<file path="src/rtl/rr_burst_scheduler.sv">
// rr_burst_scheduler
//   Round-robin scheduler sharing one burst-capable resource among N
//   requesters. A winner keeps the grant for its whole burst (len+1 beats,
//   counted on beat_i) and is released on the last beat or when the watchdog
//   sees TIMEOUT consecutive beat-less cycles. All outputs are registered.
//
// Ports
//   clk_i    in   clock, rising edge
//   rst_ni   in   asynchronous active-low reset
//   req_i    in   [N]     request vector, bit k = requester k
//   len_i    in   [N*LW]  per-requester burst length (beats-1), slice k at k*LW
//   beat_i   in   resource accepted one beat from the current owner
//   gnt_o    out  [N]     one-hot grant or zero
//   busy_o   out  a burst owns the resource
//   owner_o  out  [IW]    current or last owner index
//   done_o   out  one-cycle pulse, burst completed
//   abort_o  out  one-cycle pulse, burst killed by the watchdog
module rr_burst_scheduler #(
  parameter int unsigned N       = 4,
  parameter int unsigned IW      = 2,
  parameter int unsigned LW      = 4,
  parameter int unsigned TIMEOUT = 16,
  parameter int unsigned TW      = 5
) (
  input  logic            clk_i,
  input  logic            rst_ni,
  input  logic [N-1:0]    req_i,
  input  logic [N*LW-1:0] len_i,
  input  logic            beat_i,
  output logic [N-1:0]    gnt_o,
  output logic            busy_o,
  output logic [IW-1:0]   owner_o,
  output logic            done_o,
  output logic            abort_o
);

  typedef enum logic {IDLE, BUSY} state_e;

  // Abort fires on the edge that would make the beat-less run TIMEOUT long.
  localparam logic [TW-1:0] WD_LAST = TW'(TIMEOUT - 1);

  state_e          state_q, state_d;
  logic [N-1:0]    gnt_q, gnt_d;
  logic [IW-1:0]   owner_q, owner_d;
  logic [IW-1:0]   ptr_q, ptr_d;     // index searched first
  logic [LW:0]     cnt_q, cnt_d;     // beats still owed by the owner
  logic [TW-1:0]   wd_q, wd_d;
  logic            done_q, done_d;
  logic            abort_q, abort_d;

  logic [LW-1:0]   len_arr [N];
  logic            found;
  logic [IW-1:0]   win_idx, win_ptr, scan_idx;
  logic [LW-1:0]   win_len;
  int unsigned     scan_pos, scan_nxt;
  logic            grant_now;

  for (genvar k = 0; k < N; k++) begin : g_len
    assign len_arr[k] = len_i[k*LW +: LW];
  end

  // Round-robin search: first set request at or after ptr_q, wrapping.
  always_comb begin
    found    = 1'b0;
    win_idx  = '0;
    win_ptr  = '0;
    win_len  = '0;
    scan_idx = '0;
    scan_pos = 0;
    scan_nxt = 0;
    for (int unsigned i = 0; i < N; i++) begin
      scan_pos = 32'(ptr_q) + i;
      if (scan_pos >= N) scan_pos = scan_pos - N;
      scan_idx = IW'(scan_pos);
      if (!found && req_i[scan_idx]) begin
        found    = 1'b1;
        win_idx  = scan_idx;
        win_len  = len_arr[scan_idx];
        scan_nxt = scan_pos + 1;
        if (scan_nxt == N) scan_nxt = 0;
        win_ptr  = IW'(scan_nxt);
      end
    end
  end

  always_comb begin
    state_d   = state_q;
    gnt_d     = gnt_q;
    owner_d   = owner_q;
    ptr_d     = ptr_q;
    cnt_d     = cnt_q;
    wd_d      = wd_q;
    done_d    = 1'b0;
    abort_d   = 1'b0;
    grant_now = 1'b0;

    unique case (state_q)
      IDLE: begin
        if (found) grant_now = 1'b1;
      end
      BUSY: begin
        if (beat_i) begin
          wd_d  = '0;
          cnt_d = cnt_q - 1'b1;
          if (cnt_q == (LW+1)'(1)) begin
            done_d = 1'b1;
            if (found) begin
              grant_now = 1'b1;
            end else begin
              state_d = IDLE;
              gnt_d   = '0;
            end
          end
        end else if (TIMEOUT != 0 && wd_q == WD_LAST) begin
          // No re-arbitration here, so an abort always leaves one IDLE cycle.
          abort_d = 1'b1;
          state_d = IDLE;
          gnt_d   = '0;
          wd_d    = '0;
        end else if (TIMEOUT != 0) begin
          wd_d = wd_q + 1'b1;
        end
      end
      default: state_d = IDLE;
    endcase

    if (grant_now) begin
      state_d          = BUSY;
      gnt_d            = '0;
      gnt_d[win_idx]   = 1'b1;
      owner_d          = win_idx;
      ptr_d            = win_ptr;
      cnt_d            = (LW+1)'(win_len) + (LW+1)'(1);
      wd_d             = '0;
    end
  end

  always_ff @(posedge clk_i or negedge rst_ni) begin
    if (!rst_ni) begin
      state_q <= IDLE;
      gnt_q   <= '0;
      owner_q <= '0;
      ptr_q   <= '0;
      cnt_q   <= '0;
      wd_q    <= '0;
      done_q  <= 1'b0;
      abort_q <= 1'b0;
    end else begin
      state_q <= state_d;
      gnt_q   <= gnt_d;
      owner_q <= owner_d;
      ptr_q   <= ptr_d;
      cnt_q   <= cnt_d;
      wd_q    <= wd_d;
      done_q  <= done_d;
      abort_q <= abort_d;
    end
  end

  assign gnt_o   = gnt_q;
  assign busy_o  = (state_q == BUSY);
  assign owner_o = owner_q;
  assign done_o  = done_q;
  assign abort_o = abort_q;

endmodule
</file>
<file path="config.mk">
export PLATFORM = sky130hd
export DESIGN_NAME = rr_burst_scheduler
export DESIGN_NICKNAME = d
export VERILOG_FILES = /design/src/rtl/rr_burst_scheduler.sv
export SDC_FILE = /design/constraint.sdc
export NUM_CORES = 1
export LEC_CHECK = 0
export ABC_AREA = 1
export ABC_CLOCK_PERIOD_IN_PS = 3100
export BUFFER_PORTS_ARGS = -buffer_cell sky130_fd_sc_hd__buf_2
export CAP_MARGIN = 20
export CORE_MARGIN = 2
export CORE_UTILIZATION = 55
export CTS_CLUSTER_DIAMETER = 60
export CTS_CLUSTER_SIZE = 30
export DETAILED_ROUTE_END_ITERATION = 6
export PLACE_DENSITY = 0.87
export RECOVER_POWER = 100
export SYNTH_ARGS = -nofsm -noshare
export SYNTH_HDL_FRONTEND = slang
export SYNTH_SLANG_ARGS = --single-unit
export TNS_END_PERCENT = 20
</file>
<file path="constraint.sdc">
create_clock -name clk_i -period 3.1 [get_ports clk_i]
set_input_delay 0.31 -clock clk_i [delete_from_list [all_inputs] [get_ports clk_i]]
set_output_delay 0.31 -clock clk_i [all_outputs]
set_load 0.05 [all_outputs]
</file>
### Word-level counts from Yosys, hierarchy flattened

Cells that the tools add are included.

| word-level totals | value |
|---|---|
| register bits | 21 |
| output and inout port bits | 9 |
| logic and storage cells | 135 |

| operators by class | value |
|---|---|
| muxes and demuxes | 74 |
| reductions and logical operators | 12 |
| add/sub/neg operators | 14 |
| bitwise gates (word level) | 5 |
| magnitude comparators | 14 |
| equal/unequal tests | 8 |

Operator list:

| cell | number |
|---|---|
| adder 32 x 1 -> 32 bit (second input constant) | 4 |
| equality test 32 x 3 -> 1 bit (second input constant) | 4 |
| two-way mux 32 bit | 4 |
| two-way mux 4 bit | 18 |
| two-way mux 5 bit | 7 |
| binary-select mux 4 bit (select 2 bit) | 4 |
| two-way mux 2 bit | 12 |
| two-way mux 1 bit | 23 |
| >= comparator 3 bit (second input constant) | 7 |
| < comparator 2 x 3 -> 1 bit (second input constant) | 5 |
| NOT 2 -> 3 bit | 4 |
| subtractor 3 x 3 -> 4 bit (second input constant) | 3 |
| binary-select mux 1 bit (select 2 bit) | 4 |
| adder 2 x 2 -> 3 bit (second input constant) | 2 |
| adder 4 x 1 -> 5 bit (second input constant) | 1 |
| adder 5 x 1 -> 5 bit (second input constant) | 1 |
| equality test 5 x 1 -> 1 bit (second input constant) | 1 |
| equality test 5 x 4 -> 1 bit (second input constant) | 1 |
| subtractor 5 x 1 -> 5 bit (second input constant) | 1 |
| logical AND 1 bit | 4 |
| AND reduction 4 bit | 1 |
| nonzero test 2 bit | 2 |
| subtractor 2 x 3 -> 4 bit (second input constant) | 1 |
| adder 2 x 1 -> 3 bit (second input constant) | 1 |
| other kinds (10) | 12 |

### Logic depth before layout (Yosys ltp)

| depth | value |
|---|---|
| depth after elaboration | 20 |
| mapped depth | 18 |
| depth with buffers taken out | 16 |

### Worst setup path after synthesis

No wires, ideal clock.

| path | value |
|---|---|
| kind | register to register |
| from | reg ptr_q[0] |
| to | reg cnt_q[2] |
| data arrival time | 2288 ps |
| setup time | 124 ps |
| path slack | 688 ps |
| buffers on the path | 2 |
| stages on the path, launching flop included | 19 |
| path through | dfrtp_1 -> inv_2 -> buf_2 -> ha_1 -> inv_1 -> buf_2 -> nand3_1 -> nand2_1 -> nor2_1 -> nand2_1 -> nand2_1 -> nand3_1 -> nand2_1 -> inv_1 -> ha_1 -> nor2_1 -> nand2_1 -> o2111ai_2 -> nand2_1 |

| between the ends | value |
|---|---|
| word-level cells in the longest chain between the ends | 20 |
| elaborated cells on any way between the ends | 62 |
| classes of those cells | add/sub: 8; order compare: 4; mux: 37; bitwise: 4; reduce/logical: 9 |

Ends and longest elaborated chain:

| item | line | source |
|---|---|---|
| start, declared | 45 | `logic [IW-1:0] ptr_q, ptr_d;` |
| start signal, assigned | 152 | `ptr_q <= ptr_d;` |
| parallel branches: the longest is 20 deep, another holds subtractor 3 x 3 -> 4 bit | - |  |
| end signal, assigned | 153 | `cnt_q <= cnt_d;` |
| end, declared | 46 | `logic [LW:0] cnt_q, cnt_d;` |

Parallel ways; which one is timed is not known. The select of a mux whose other input is x is not followed.
A chain may end at the register's enable or synchronous reset.

### Worst setup path in the final report

| path | value |
|---|---|
| from | reg ptr_q[1] |
| to | reg cnt_q[0] |

Same word-level chain as after synthesis.

==> results.toml <==
[outcome]
status = "finished, final reports clean"

[flow_run]
max_cap_viol_count = 0

[worst_setup_path]
cpPeakStageDelay_ps = 660
start_kind = "register"
path_class = "register to register"
cp_data_required_time_ps = 3340
cp_slowest_cell = "dfrtp_1"
arrival_ps = 3100
path_buf_inv = 3
worstPathMaxFanout = 13
path_cells = "inv_1, ha_1, inv_1, nand2_1, nand2_2, nor2_8, nand2_2, nor2_1, nand2_4, nand2_1, inv_2, o21ai_0, a21oi_1, a21oi_1"
critPathTopFamily = "simple AND/OR/NAND/NOR gates"
endpoint_kind = "register"

[yosys]
synth_flop_cell = "dfrtp_1"
syn_avg_cell_area_um2 = 6.43
yosysWarnings = 0
ys_ff_latch = 21
ys_types = 34
ys_seq_area_share_pct = 27.3
synthArstFlopShare_pct = 100
synth-edff-count = 0
netlist_area_um2 = 1930
syn_nets = 330
syn_inst = 300

[floorplanning]
core_um2 = 3360
pin_count = 32
die_x_um = 63.2
start_util_pct = 57.3
die_area_um2 = 4000
rows = 21
die_h_um = 63.2

[routing]
drt-total-wl_um = 4120
wl_per_cell_um = 10.9
postRouteAntennaNets = 0
drt_first_iter_violations = 94
drcViolationCount = 0
via_per_inst = 5.26
vias = 1976
first_pass_iters = 4

[clocking]
hold_buffers = 1
cts_root_buffer = "clkbuf_4"
cts_tree = "done"
cts_sinks = 21
cts.path.max_buffers = 2
h-tree-depth = 1
clkLatencyLatePin_ps = 300
cts_buffers = 3
postCtsResizedCells = 0
cts.clk_slew.worst_paths_ps = 120
postCtsSetupRepairBufs = 0

[power]
total_power_mw = 2.37
vdd_drop_max_mv = 0.427
p_leak_nw = 1.20
cellPowerDensity_nw_per_um2 = 1120

[finish]
final_cell_count_no_fill = 376
synthToLayoutAreaGrowth_pct = 9.99
layout-drive-gt1-share_pct = 14.5
final_util_pct = 63.1
nets = 361
diodes = 0

[timing]
final-max-slew-violation-count = 0
fin_crit_sh_pct = 92.0
tightest_slew_ps = 1080
min_period_ps = 2850
fmax_ghz = 0.351
rsz0062_at_grt = "no"
fin_hold_ws_ps = 321
setup_tns_ps = 0
finalClockSkew_ps = 13.2
slew_headroom_pct = 28.1
hold_viol = 0
setup-violations-final = 0

[grt]
grt_max_degree = 30
grt_pass1_vias = 1829
grt_pass1_wl_um = 7340
gr-usage-all-layers_pct = 21.9
antenna_found_initial = 0
overflow = 0

[placement]
gp_routability_congestion = 0.909
placedCellCount = 371
dp_hpwl_um = 3220
io_buffers = 31

[worst_hold_path]
hp-class = "input port to register"
## layout make-up
cell class | instances | area [um2]
fill | 343 | 1240
multi-input combinational | 229 | 1180
sequential | 21 | 526
timing repair buffer | 35 | 175
inverter | 41 | 154
tap | 46 | 57.6
clock buffer | 3 | 22.5
clock inverter | 1 | 5.00
## kinds of logic after synthesis
family                   Yosys count  synth area share, %
AO/OA/AOI/OAI                     49                 14.2
flip-flops                        21                 27.3
multiplexers                       4                 2.08
buffers and inverters             50                 11.0
AND/OR/NAND/NOR                  166                 39.6
adder cells (fa/ha/maj)            7                 4.54
XOR/XNOR                           3                 1.36
## final timing paths
kind                            cells after the start  slack, ps  startpoint         end
min in group asynchronous                           2        720      rst_ni      busy_o
max in group asynchronous                           2       1730      rst_ni     wd_q[2]
worst max register to register                     14        250    ptr_q[1]    cnt_q[0]
worst max-delay path                               14        250    ptr_q[1]    cnt_q[0]
worst min-delay path                                3        320      beat_i      busy_o
worst min register to register                      2        500  owner_o[0]  owner_o[0]
## where the power goes
group          internal, mW  leakage [nW]  total, mW  switching [mW]
logic                 0.584         0.915       1.78            1.19
clock network        0.0481        0.0177      0.131          0.0826
registers             0.369         0.271      0.462          0.0926
total                  1.00          1.20       2.37            1.37
## state kept, by name, summed over array words and instances (netlist names)
name and flops:
gnt_o 4, cnt_q 5, wd_q 5, busy_o 1, abort_o 1, owner_o 2, ptr_q 2, done_o 1
## synth_stat cells, types with 2 or more instances
library cell | instances | area (um2)
a21oi_1 | 8 | 40.0
buf_2 | 7 | 35.0
buf_6 | 2 | 22.5
dfrtp_1 | 21 | 526
ha_1 | 7 | 87.6
inv_1 | 35 | 131
inv_2 | 6 | 22.5
mux2i_1 | 4 | 40.0
nand2_1 | 99 | 372
nand2_2 | 4 | 25.0
nand2_4 | 4 | 45.0
nand3_1 | 31 | 155
nand3_2 | 3 | 30.0
nor2_1 | 16 | 60.1
nor3_1 | 2 | 10.0
o21ai_0 | 29 | 145
o21ai_1 | 4 | 20.0
xor2_1 | 2 | 17.5
## metal layers
layer | GRT usage, % | up-vias | routed length [um]
met4 | 5.98 | 0 | 41
met5 | 0 | - | 0
met3 | 1.61 | 4 | 144
met1 | 27.7 | 906 | 1960
li1 | - | 1025 | -
met2 | 40.2 | 41 | 1970
## worst reg2reg max path: cells and delay by family, from the launching register on
family	cells	cell delay, ps
AO/OA/AOI/OAI	3	260
adder cells (fa/ha/maj)	1	310
buffers and inverters	3	410
flip-flops	1	660
AND/OR/NAND/NOR	7	1160
## per-stage QoR
| step | worst slack (ps) | instance area [um2] |
|---|---|---|
| 6_report | 247 | 2120 |
| 5_1_grt | 2.25 | 2120 |
| 4_1_cts | 348 | 2140 |
| 3_5_place_dp | 351 | 2110 |
| 3_3_place_gp | 450 | 2110 |
| 2_1_floorplan | 688 | 1930 |
## cell usage in the layout, fill, tap and decap left out, types with 2 or more instances in the layout
| cell type | count |
|---|---|
| inv_1 | 36 |
| o21ai_0 | 30 |
| clkbuf_1 | 10 |
| dfrtp_1 | 21 |
| nand2_4 | 4 |
| nand2_1 | 100 |
| nor3_1 | 2 |
| mux2i_1 | 4 |
| clkbuf_4 | 3 |
| o21ai_1 | 3 |
| buf_4 | 3 |
| nand3_2 | 3 |
| ha_1 | 7 |
| nor2_1 | 17 |
| buf_2 | 21 |
| xor2_1 | 2 |
| nand3_1 | 31 |
| inv_2 | 5 |
| nand2_2 | 3 |
| a21oi_1 | 8 |
Power figures use the tool's default switching activity.
